<file path="config.mk">
export PLATFORM = sky130hd
export DESIGN_NAME = tone_gen_flat
export DESIGN_NICKNAME = d
export VERILOG_FILES = /design/src/rtl/tone_gen_if.sv /design/src/rtl/tone_gen.sv /design/src/flat_wrapper.sv
export SDC_FILE = /design/constraint.sdc
export NUM_CORES = 1
export LEC_CHECK = 0
export BUFFER_PORTS_ARGS = -buffer_cell sky130_fd_sc_hd__buf_2
export CAP_MARGIN = 20
export CORE_AREA = 2 2 234 236
export CTS_CLUSTER_DIAMETER = 30
export CTS_CLUSTER_SIZE = 24
export DETAILED_ROUTE_END_ITERATION = 7
export DIE_AREA = 0 0 236 238
export SYNTH_ARGS = -nofsm -noshare
export SYNTH_HDL_FRONTEND = slang
export SYNTH_SLANG_ARGS = --single-unit
</file>
<file path="constraint.sdc">
create_clock -name clk -period 7.21 [get_ports clk]
set_input_delay 1.8025 -clock clk [delete_from_list [all_inputs] [get_ports clk]]
set_output_delay 1.8025 -clock clk [all_outputs]
set_load 0.02 [all_outputs]
</file>
<file path="src/rtl/tone_gen_if.sv">
// Tone generator control/status bundle: the controller drives the request
// side (start/stop and tone settings), the tone generator returns the
// buzzer output and status pulses.
interface tone_gen_if #(
   parameter int CNT_W  = 32,
   parameter int DUTY_W = 8,
   parameter int LEN_W  = 16
) ();
   logic              start;
   logic              stop;
   logic [1:0]        mode;
   logic [CNT_W-1:0]  divnum;
   logic [DUTY_W-1:0] duty;
   logic [LEN_W-1:0]  burst_len;
   logic [LEN_W-1:0]  gap_len;
   logic              beep;
   logic              busy;
   logic              done;
   logic              period_tick;

   modport master (
      output start, stop, mode, divnum, duty, burst_len, gap_len,
      input  beep, busy, done, period_tick
   );

   modport slave (
      input  start, stop, mode, divnum, duty, burst_len, gap_len,
      output beep, busy, done, period_tick
   );
endinterface

</file>
<file path="src/rtl/tone_gen.sv">
// tone_gen: programmable-duty tone generator for the buzzer path.
// Modes: continuous, single burst, repeating burst/gap. Divisor and duty
// threshold are taken only at period boundaries, so a running tone never
// glitches when the settings change underneath it.
module tone_gen #(
   parameter int CNT_W  = 32,
   parameter int DUTY_W = 8,
   parameter int LEN_W  = 16
) (
   input logic       clk,
   input logic       rst_n,
   tone_gen_if.slave bus
);

   typedef enum logic [1:0] {
      ST_IDLE = 2'd0,
      ST_TONE = 2'd1,
      ST_GAP  = 2'd2
   } state_t;

   // A period shorter than two cycles cannot hold both a low and a high phase.
   function automatic logic [CNT_W-1:0] clamp_div(input logic [CNT_W-1:0] d);
      logic [CNT_W-1:0] r;
      if (d < CNT_W'(2)) begin
         r = CNT_W'(2);
      end else begin
         r = d;
      end
      return r;
   endfunction

   // A burst always contains at least one period.
   function automatic logic [LEN_W-1:0] clamp_len(input logic [LEN_W-1:0] l);
      logic [LEN_W-1:0] r;
      if (l == LEN_W'(0)) begin
         r = LEN_W'(1);
      end else begin
         r = l;
      end
      return r;
   endfunction

   state_t                    state_r, state_nxt_s;
   logic [CNT_W-1:0]          cnt_r, cnt_nxt_s;
   logic [LEN_W-1:0]          per_cnt_r, per_nxt_s;
   logic [CNT_W-1:0]          div_l_r, th_l_r;
   logic [1:0]                mode_l_r;
   logic [LEN_W-1:0]          blen_l_r, glen_l_r;
   logic                      beep_r, busy_r, done_r, tick_r;

   logic [CNT_W-1:0]          div_s, th_s;
   logic [CNT_W+DUTY_W-1:0]   prod_s;
   logic                      boundary_s, blen_end_s, glen_end_s;
   logic                      relatch_s, latch_cfg_s;
   logic                      done_nxt_s, beep_nxt_s, tick_nxt_s, busy_nxt_s;

   // Candidate divisor/threshold from the live inputs, plus period-end flags.
   always_comb begin
      div_s      = clamp_div(bus.divnum);
      prod_s     = (CNT_W+DUTY_W)'(div_s) * (CNT_W+DUTY_W)'(bus.duty);
      th_s       = CNT_W'(prod_s >> DUTY_W);
      boundary_s = (cnt_r == (div_l_r - CNT_W'(1)));
      blen_end_s = (per_cnt_r == (blen_l_r - LEN_W'(1)));
      glen_end_s = (per_cnt_r == (glen_l_r - LEN_W'(1)));
   end

   // Next state, counters and pulse requests; stop takes priority over start.
   always_comb begin
      state_nxt_s = state_r;
      cnt_nxt_s   = cnt_r;
      per_nxt_s   = per_cnt_r;
      relatch_s   = 1'b0;
      latch_cfg_s = 1'b0;
      done_nxt_s  = 1'b0;
      if (bus.stop) begin
         state_nxt_s = ST_IDLE;
         cnt_nxt_s   = CNT_W'(0);
         per_nxt_s   = LEN_W'(0);
      end else if (bus.start) begin
         state_nxt_s = ST_TONE;
         cnt_nxt_s   = CNT_W'(0);
         per_nxt_s   = LEN_W'(0);
         latch_cfg_s = 1'b1;
         relatch_s   = 1'b1;
      end else begin
         case (state_r)
            ST_IDLE: begin
               cnt_nxt_s = CNT_W'(0);
            end
            ST_TONE: begin
               if (boundary_s) begin
                  cnt_nxt_s = CNT_W'(0);
                  relatch_s = 1'b1;
                  if (blen_end_s) begin
                     per_nxt_s = LEN_W'(0);
                     case (mode_l_r)
                        2'd1: begin
                           state_nxt_s = ST_IDLE;
                           done_nxt_s  = 1'b1;
                        end
                        2'd2: begin
                           if (glen_l_r != LEN_W'(0)) begin
                              state_nxt_s = ST_GAP;
                           end else begin
                              state_nxt_s = ST_TONE;
                           end
                        end
                        default: begin
                           state_nxt_s = ST_TONE;
                        end
                     endcase
                  end else begin
                     per_nxt_s = per_cnt_r + LEN_W'(1);
                  end
               end else begin
                  cnt_nxt_s = cnt_r + CNT_W'(1);
               end
            end
            ST_GAP: begin
               if (boundary_s) begin
                  cnt_nxt_s = CNT_W'(0);
                  relatch_s = 1'b1;
                  if (glen_end_s) begin
                     state_nxt_s = ST_TONE;
                     per_nxt_s   = LEN_W'(0);
                  end else begin
                     per_nxt_s = per_cnt_r + LEN_W'(1);
                  end
               end else begin
                  cnt_nxt_s = cnt_r + CNT_W'(1);
               end
            end
            default: begin
               state_nxt_s = ST_IDLE;
               cnt_nxt_s   = CNT_W'(0);
               per_nxt_s   = LEN_W'(0);
            end
         endcase
      end
   end

   // Output values for the next cycle; beep lags the counter by one cycle.
   always_comb begin
      busy_nxt_s = (state_nxt_s != ST_IDLE);
      if (!bus.stop && (state_r == ST_TONE) && (cnt_r >= (div_l_r - th_l_r))) begin
         beep_nxt_s = 1'b1;
      end else begin
         beep_nxt_s = 1'b0;
      end
      if (!bus.stop && (state_r != ST_IDLE) && boundary_s) begin
         tick_nxt_s = 1'b1;
      end else begin
         tick_nxt_s = 1'b0;
      end
   end

   // State and counter registers.
   always_ff @(posedge clk or negedge rst_n) begin
      if (!rst_n) begin
         state_r   <= ST_IDLE;
         cnt_r     <= CNT_W'(0);
         per_cnt_r <= LEN_W'(0);
      end else begin
         state_r   <= state_nxt_s;
         cnt_r     <= cnt_nxt_s;
         per_cnt_r <= per_nxt_s;
      end
   end

   // Mode/lengths held from start; divisor/threshold refreshed at boundaries.
   always_ff @(posedge clk or negedge rst_n) begin
      if (!rst_n) begin
         mode_l_r <= 2'd0;
         blen_l_r <= LEN_W'(0);
         glen_l_r <= LEN_W'(0);
         div_l_r  <= CNT_W'(0);
         th_l_r   <= CNT_W'(0);
      end else begin
         if (latch_cfg_s) begin
            mode_l_r <= bus.mode;
            blen_l_r <= clamp_len(bus.burst_len);
            glen_l_r <= bus.gap_len;
         end else begin
            mode_l_r <= mode_l_r;
            blen_l_r <= blen_l_r;
            glen_l_r <= glen_l_r;
         end
         if (relatch_s) begin
            div_l_r <= div_s;
            th_l_r  <= th_s;
         end else begin
            div_l_r <= div_l_r;
            th_l_r  <= th_l_r;
         end
      end
   end

   // Registered outputs.
   always_ff @(posedge clk or negedge rst_n) begin
      if (!rst_n) begin
         beep_r <= 1'b0;
         busy_r <= 1'b0;
         done_r <= 1'b0;
         tick_r <= 1'b0;
      end else begin
         beep_r <= beep_nxt_s;
         busy_r <= busy_nxt_s;
         done_r <= done_nxt_s;
         tick_r <= tick_nxt_s;
      end
   end

   assign bus.beep        = beep_r;
   assign bus.busy        = busy_r;
   assign bus.done        = done_r;
   assign bus.period_tick = tick_r;

endmodule

</file>
<file path="src/flat_wrapper.sv">
// flat-port wrapper written by rule: the top's interface ports become plain ports
module tone_gen_flat 
#(
   parameter int CNT_W  = 32,
   parameter int DUTY_W = 8,
   parameter int LEN_W  = 16
)
  (clk, rst_n, bus_start, bus_stop, bus_mode, bus_divnum, bus_duty, bus_burst_len, bus_gap_len, bus_beep, bus_busy, bus_done, bus_period_tick);
  tone_gen_if #(.CNT_W(CNT_W), .DUTY_W(DUTY_W), .LEN_W(LEN_W)) bus_i ();
  input logic clk;
  input logic rst_n;
  input wire logic [$bits(bus_i.start)-1:0] bus_start;
  input wire logic [$bits(bus_i.stop)-1:0] bus_stop;
  input wire logic [$bits(bus_i.mode)-1:0] bus_mode;
  input wire logic [$bits(bus_i.divnum)-1:0] bus_divnum;
  input wire logic [$bits(bus_i.duty)-1:0] bus_duty;
  input wire logic [$bits(bus_i.burst_len)-1:0] bus_burst_len;
  input wire logic [$bits(bus_i.gap_len)-1:0] bus_gap_len;
  output wire logic [$bits(bus_i.beep)-1:0] bus_beep;
  output wire logic [$bits(bus_i.busy)-1:0] bus_busy;
  output wire logic [$bits(bus_i.done)-1:0] bus_done;
  output wire logic [$bits(bus_i.period_tick)-1:0] bus_period_tick;
  assign bus_i.start = bus_start;
  assign bus_i.stop = bus_stop;
  assign bus_i.mode = bus_mode;
  assign bus_i.divnum = bus_divnum;
  assign bus_i.duty = bus_duty;
  assign bus_i.burst_len = bus_burst_len;
  assign bus_i.gap_len = bus_gap_len;
  assign bus_beep = bus_i.beep;
  assign bus_busy = bus_i.busy;
  assign bus_done = bus_i.done;
  assign bus_period_tick = bus_i.period_tick;
  tone_gen #(.CNT_W(CNT_W), .DUTY_W(DUTY_W), .LEN_W(LEN_W)) u_core (.clk(clk), .rst_n(rst_n), .bus(bus_i));
endmodule
</file>
==> impl_metrics.py <==
metrics = {
    "finish": {
        "area_growth_syn_to_layout_pct": 12.8,
        "nNetsFinal": 2519,
        "fin_cells": 2838,
        "drive_above_1_share_pct": 13.8,
        "n_antenna_cell": 0,
    },
    "worst_setup_path": {
        "reg2reg_depth": 23,
        "cp.arrival_ns": 7.32,
        "cp_max_fo": 4,
        "cp-start-kind": "input pin",
        "r2r_slack_ns": 1.79,
        "crit_type": "input pin to flip-flop",
        "worst_setup_path_end_kind": "flip-flop",
        "worstPathRequired_ns": 7.54,
    },
    "cts": {
        "numCtsBuffers": 17,
        "clkSlewWorstSetupHoldPaths_ns": 0.07,
        "hold_buffers": 0,
        "cts_tree": "yes",
        "cts_max_path_buffers": 2,
        "cts-root-buf": "clkbuf_16",
        "ctsHtreeMaxLevel": 4,
        "post_cts_buffers": 0,
        "clk_latency_ns": 0.46,
        "clock-sinks": 152,
    },
    "drt": {
        "drtIter0Drc": 852,
        "vias_per_cell": 5.12,
        "wl_per_cell_um": 16.4,
        "drcViolationCount": 0,
        "vias": 14528,
        "dr.pass1.iters": 4,
        "drt-total-wl_um": 46700,
        "ant_nets": 0,
    },
    "global_route": {
        "antenna_found_initial": 1,
        "grt_pass1_wl_um": 77400,
        "grt_pass1_vias": 15075,
        "grt.overflow.total": 0,
        "grt_max_degree": 104,
        "grt.total_usage_pct": 17.0,
    },
    "place": {
        "gp_congestion": 0.836,
        "dp_cells": 2804,
        "hpwl_um": 36700,
        "pre_cts_slack_ns": -0.542,
        "port_buffers": 81,
    },
    "logic_synthesis": {
        "synth-main-ff-cell": "dfrtp_1",
        "synth_area_leaders": "dfrtp_1 (21%), fa_1 (19%), ha_1 (8.9%)",
        "ys_seq_area_share_pct": 20.5,
        "synth_top_cell_by_area": "dfrtp_1",
        "synth_seq_cells": 152,
        "syn_area_um2": 18500,
        "synth-warning-count": 0,
        "yosysTopAreaCellShare_pct": 20.5,
        "synthArstFlopShare_pct": 100,
        "synth_cells": 2028,
        "synth_common_cells": "inv_1 (246), and2_1 (204), fa_1 (180)",
        "avgSynthCellArea_um2": 9.13,
        "syn-num-nets": 2418,
        "synth_enable_flop_cells": 0,
        "ys_types": 77,
        "synth.most_common_cell": "inv_1",
    },
    "timing": {
        "finalSetupTns_ns": 0,
        "worst_pin_slew_ns": 0.855,
        "period_share_pct": 96.9,
        "max_freq_mhz": 143,
        "maxSlewViolCount": 0,
        "setup_ws_ns": 0.224,
        "fin_crit_ns": 6.99,
        "slew_headroom_pct": 42.6,
        "grt_setup_unrepaired": "false",
        "finClkSkew_ns": 0.0180,
        "setup_viol": 0,
        "whs_ns": 0.518,
        "finalHoldViolCount": 0,
    },
    "power_and_ir_drop": {
        "clkPwrFrac_pct": 14.8,
        "switching_share_pct": 45.0,
        "power_frac_comb_pct": 67.1,
        "netSwitchingPower_mw": 2.84,
        "power_leakage_nw": 9.72,
        "p_int_mw": 3.46,
        "power_density_nw_per_um2": 302,
        "seq_power_share_pct": 18.1,
        "max-vdd-ir-drop_v": 0.000183,
        "power_mw": 6.30,
    },
    "worst_hold_path": {
        "hold_depth": 1,
        "worst_hold_path_type": "flip-flop to flip-flop",
    },
    "flow_run": {
        "cap_violations": 0,
    },
    "floorplanning": {
        "ios": 82,
        "die_y_um": 238,
        "start_util_pct": 34.6,
        "die-area_um2": 56200,
        "core_area_um2": 53500,
        "num_rows": 85,
        "die_width_um": 236,
    },
    "run_status": {
        "status": "completed",
    },
}
-- routing by layer --
| layer | routed length [um] | track usage (%) |
|---|---|---|
| met4 | 1030 | 5.29 |
| met1 | 21600 | 22.5 |
| met3 | 1790 | 2.15 |
| met2 | 22200 | 29.0 |
| met5 | 0 | 0 |
-- through the flow --
step | cell area [um^2] | utilization (%)
after floorplan | 18500 | -
after global placement | 20100 | 37.6
after global routing | 20900 | 39.0
after detailed placement | 20100 | 37.6
final | 20900 | 39.0
after CTS | 20700 | 38.8
-- layout make-up --
class / count / area, um^2
Tap cell: 696 / 871
Clock inverter: 15 / 185
Clock buffer: 17 / 425
Inverter: 246 / 923
Fill cell: 5313 / 32600
Multi-Input combinational cell: 1550 / 13600
Sequential cell: 152 / 3800
Timing Repair Buffer: 162 / 1070
-- cells in the final DEF (no fill, tap or decap), types with 31 or more instances in the layout --
cell	count
buf_2	80
nand3_1	46
nor2_1	81
mux2i_1	38
ha_1	131
inv_1	246
nand2_1	132
fa_1	180
and2_1	204
nor4_1	31
xor2_1	84
buf_4	77
xnor2_1	86
nor3_1	31
a21oi_1	59
a21o_1	44
mux2_2	66
dfrtp_1	152
o21ai_0	60
-- path summary, 6_finish.rpt --
path,startpoint,to
worst max register to register,u_core.div_l_r[0],u_core.bus.beep
min in group asynchronous,rst_n,u_core.div_l_r[3]
worst min register to register,u_core.th_l_r[10],u_core.th_l_r[10]
worst min-delay path,u_core.th_l_r[10],u_core.th_l_r[10]
worst max-delay path,bus_divnum[6],u_core.th_l_r[31]
max in group asynchronous,rst_n,u_core.div_l_r[30]
-- critical path, stage by stage --
cell and delay, ns:
buf_2 0.11, nor4_2 0.30, nand4_1 0.28, o21ai_2 0.22, inv_1 0.10, and2_1 0.19
fa_1 0.44, fa_1 0.50, ha_1 0.31, fa_1 0.48, ha_1 0.33, a211oi_2 0.19
nor2_1 0.08, o41a_1 0.41, or4_4 0.46, and2_1 0.20, a21oi_4 0.19, o31ai_2 0.10
o31ai_2 0.27, xnor2_1 0.08, mux2_2 0.27
-- cell families (layout without fill, tap and decap cells) --
| family | Yosys count | in the layout | share of synthesized area, % |
|---|---|---|---|
| adders and majority gates | 312 | 312 | 28.4 |
| xor gates and xnor gates | 170 | 170 | 8.04 |
| DFF | 152 | 152 | 20.5 |
| buffers and inverters | 326 | 440 | 6.77 |
| AOI/OAI and AO/OA | 277 | 277 | 9.76 |
| and+or+nand+nor | 687 | 687 | 20.4 |
| muxes | 104 | 104 | 6.07 |
-- power by group through the flow --
stage / Clock [mW] / Combinational (mW) / Sequential (mW)
after floorplan: 0 / 3.11 / 1.10
after global placement: 0 / 4.04 / 1.15
after detailed placement: 0 / 4.14 / 1.15
after CTS: 0.958 / 4.18 / 1.14
after global routing: 0.990 / 4.81 / 1.16
final: 0.935 / 4.23 / 1.14
-- timing repair --
action / 4_1_cts / 5_1_grt
pin swaps: 0 / 9
resized for setup: 2 / 16
endpoints found under the setup margin: 1 / 10
-- flip-flops by register name, summed over array words and instances, names as in the netlist --
register,flops
u_core.cnt_r,32
u_core.div_l_r,32
u_core.th_l_r,32
u_core.blen_l_r,16
u_core.glen_l_r,16
u_core.per_cnt_r,16
u_core.mode_l_r,2
u_core.state_r,2
u_core.bus.beep,1
u_core.bus.busy,1
u_core.bus.done,1
u_core.bus.period_tick,1
(Power assumes the default switching activity.)
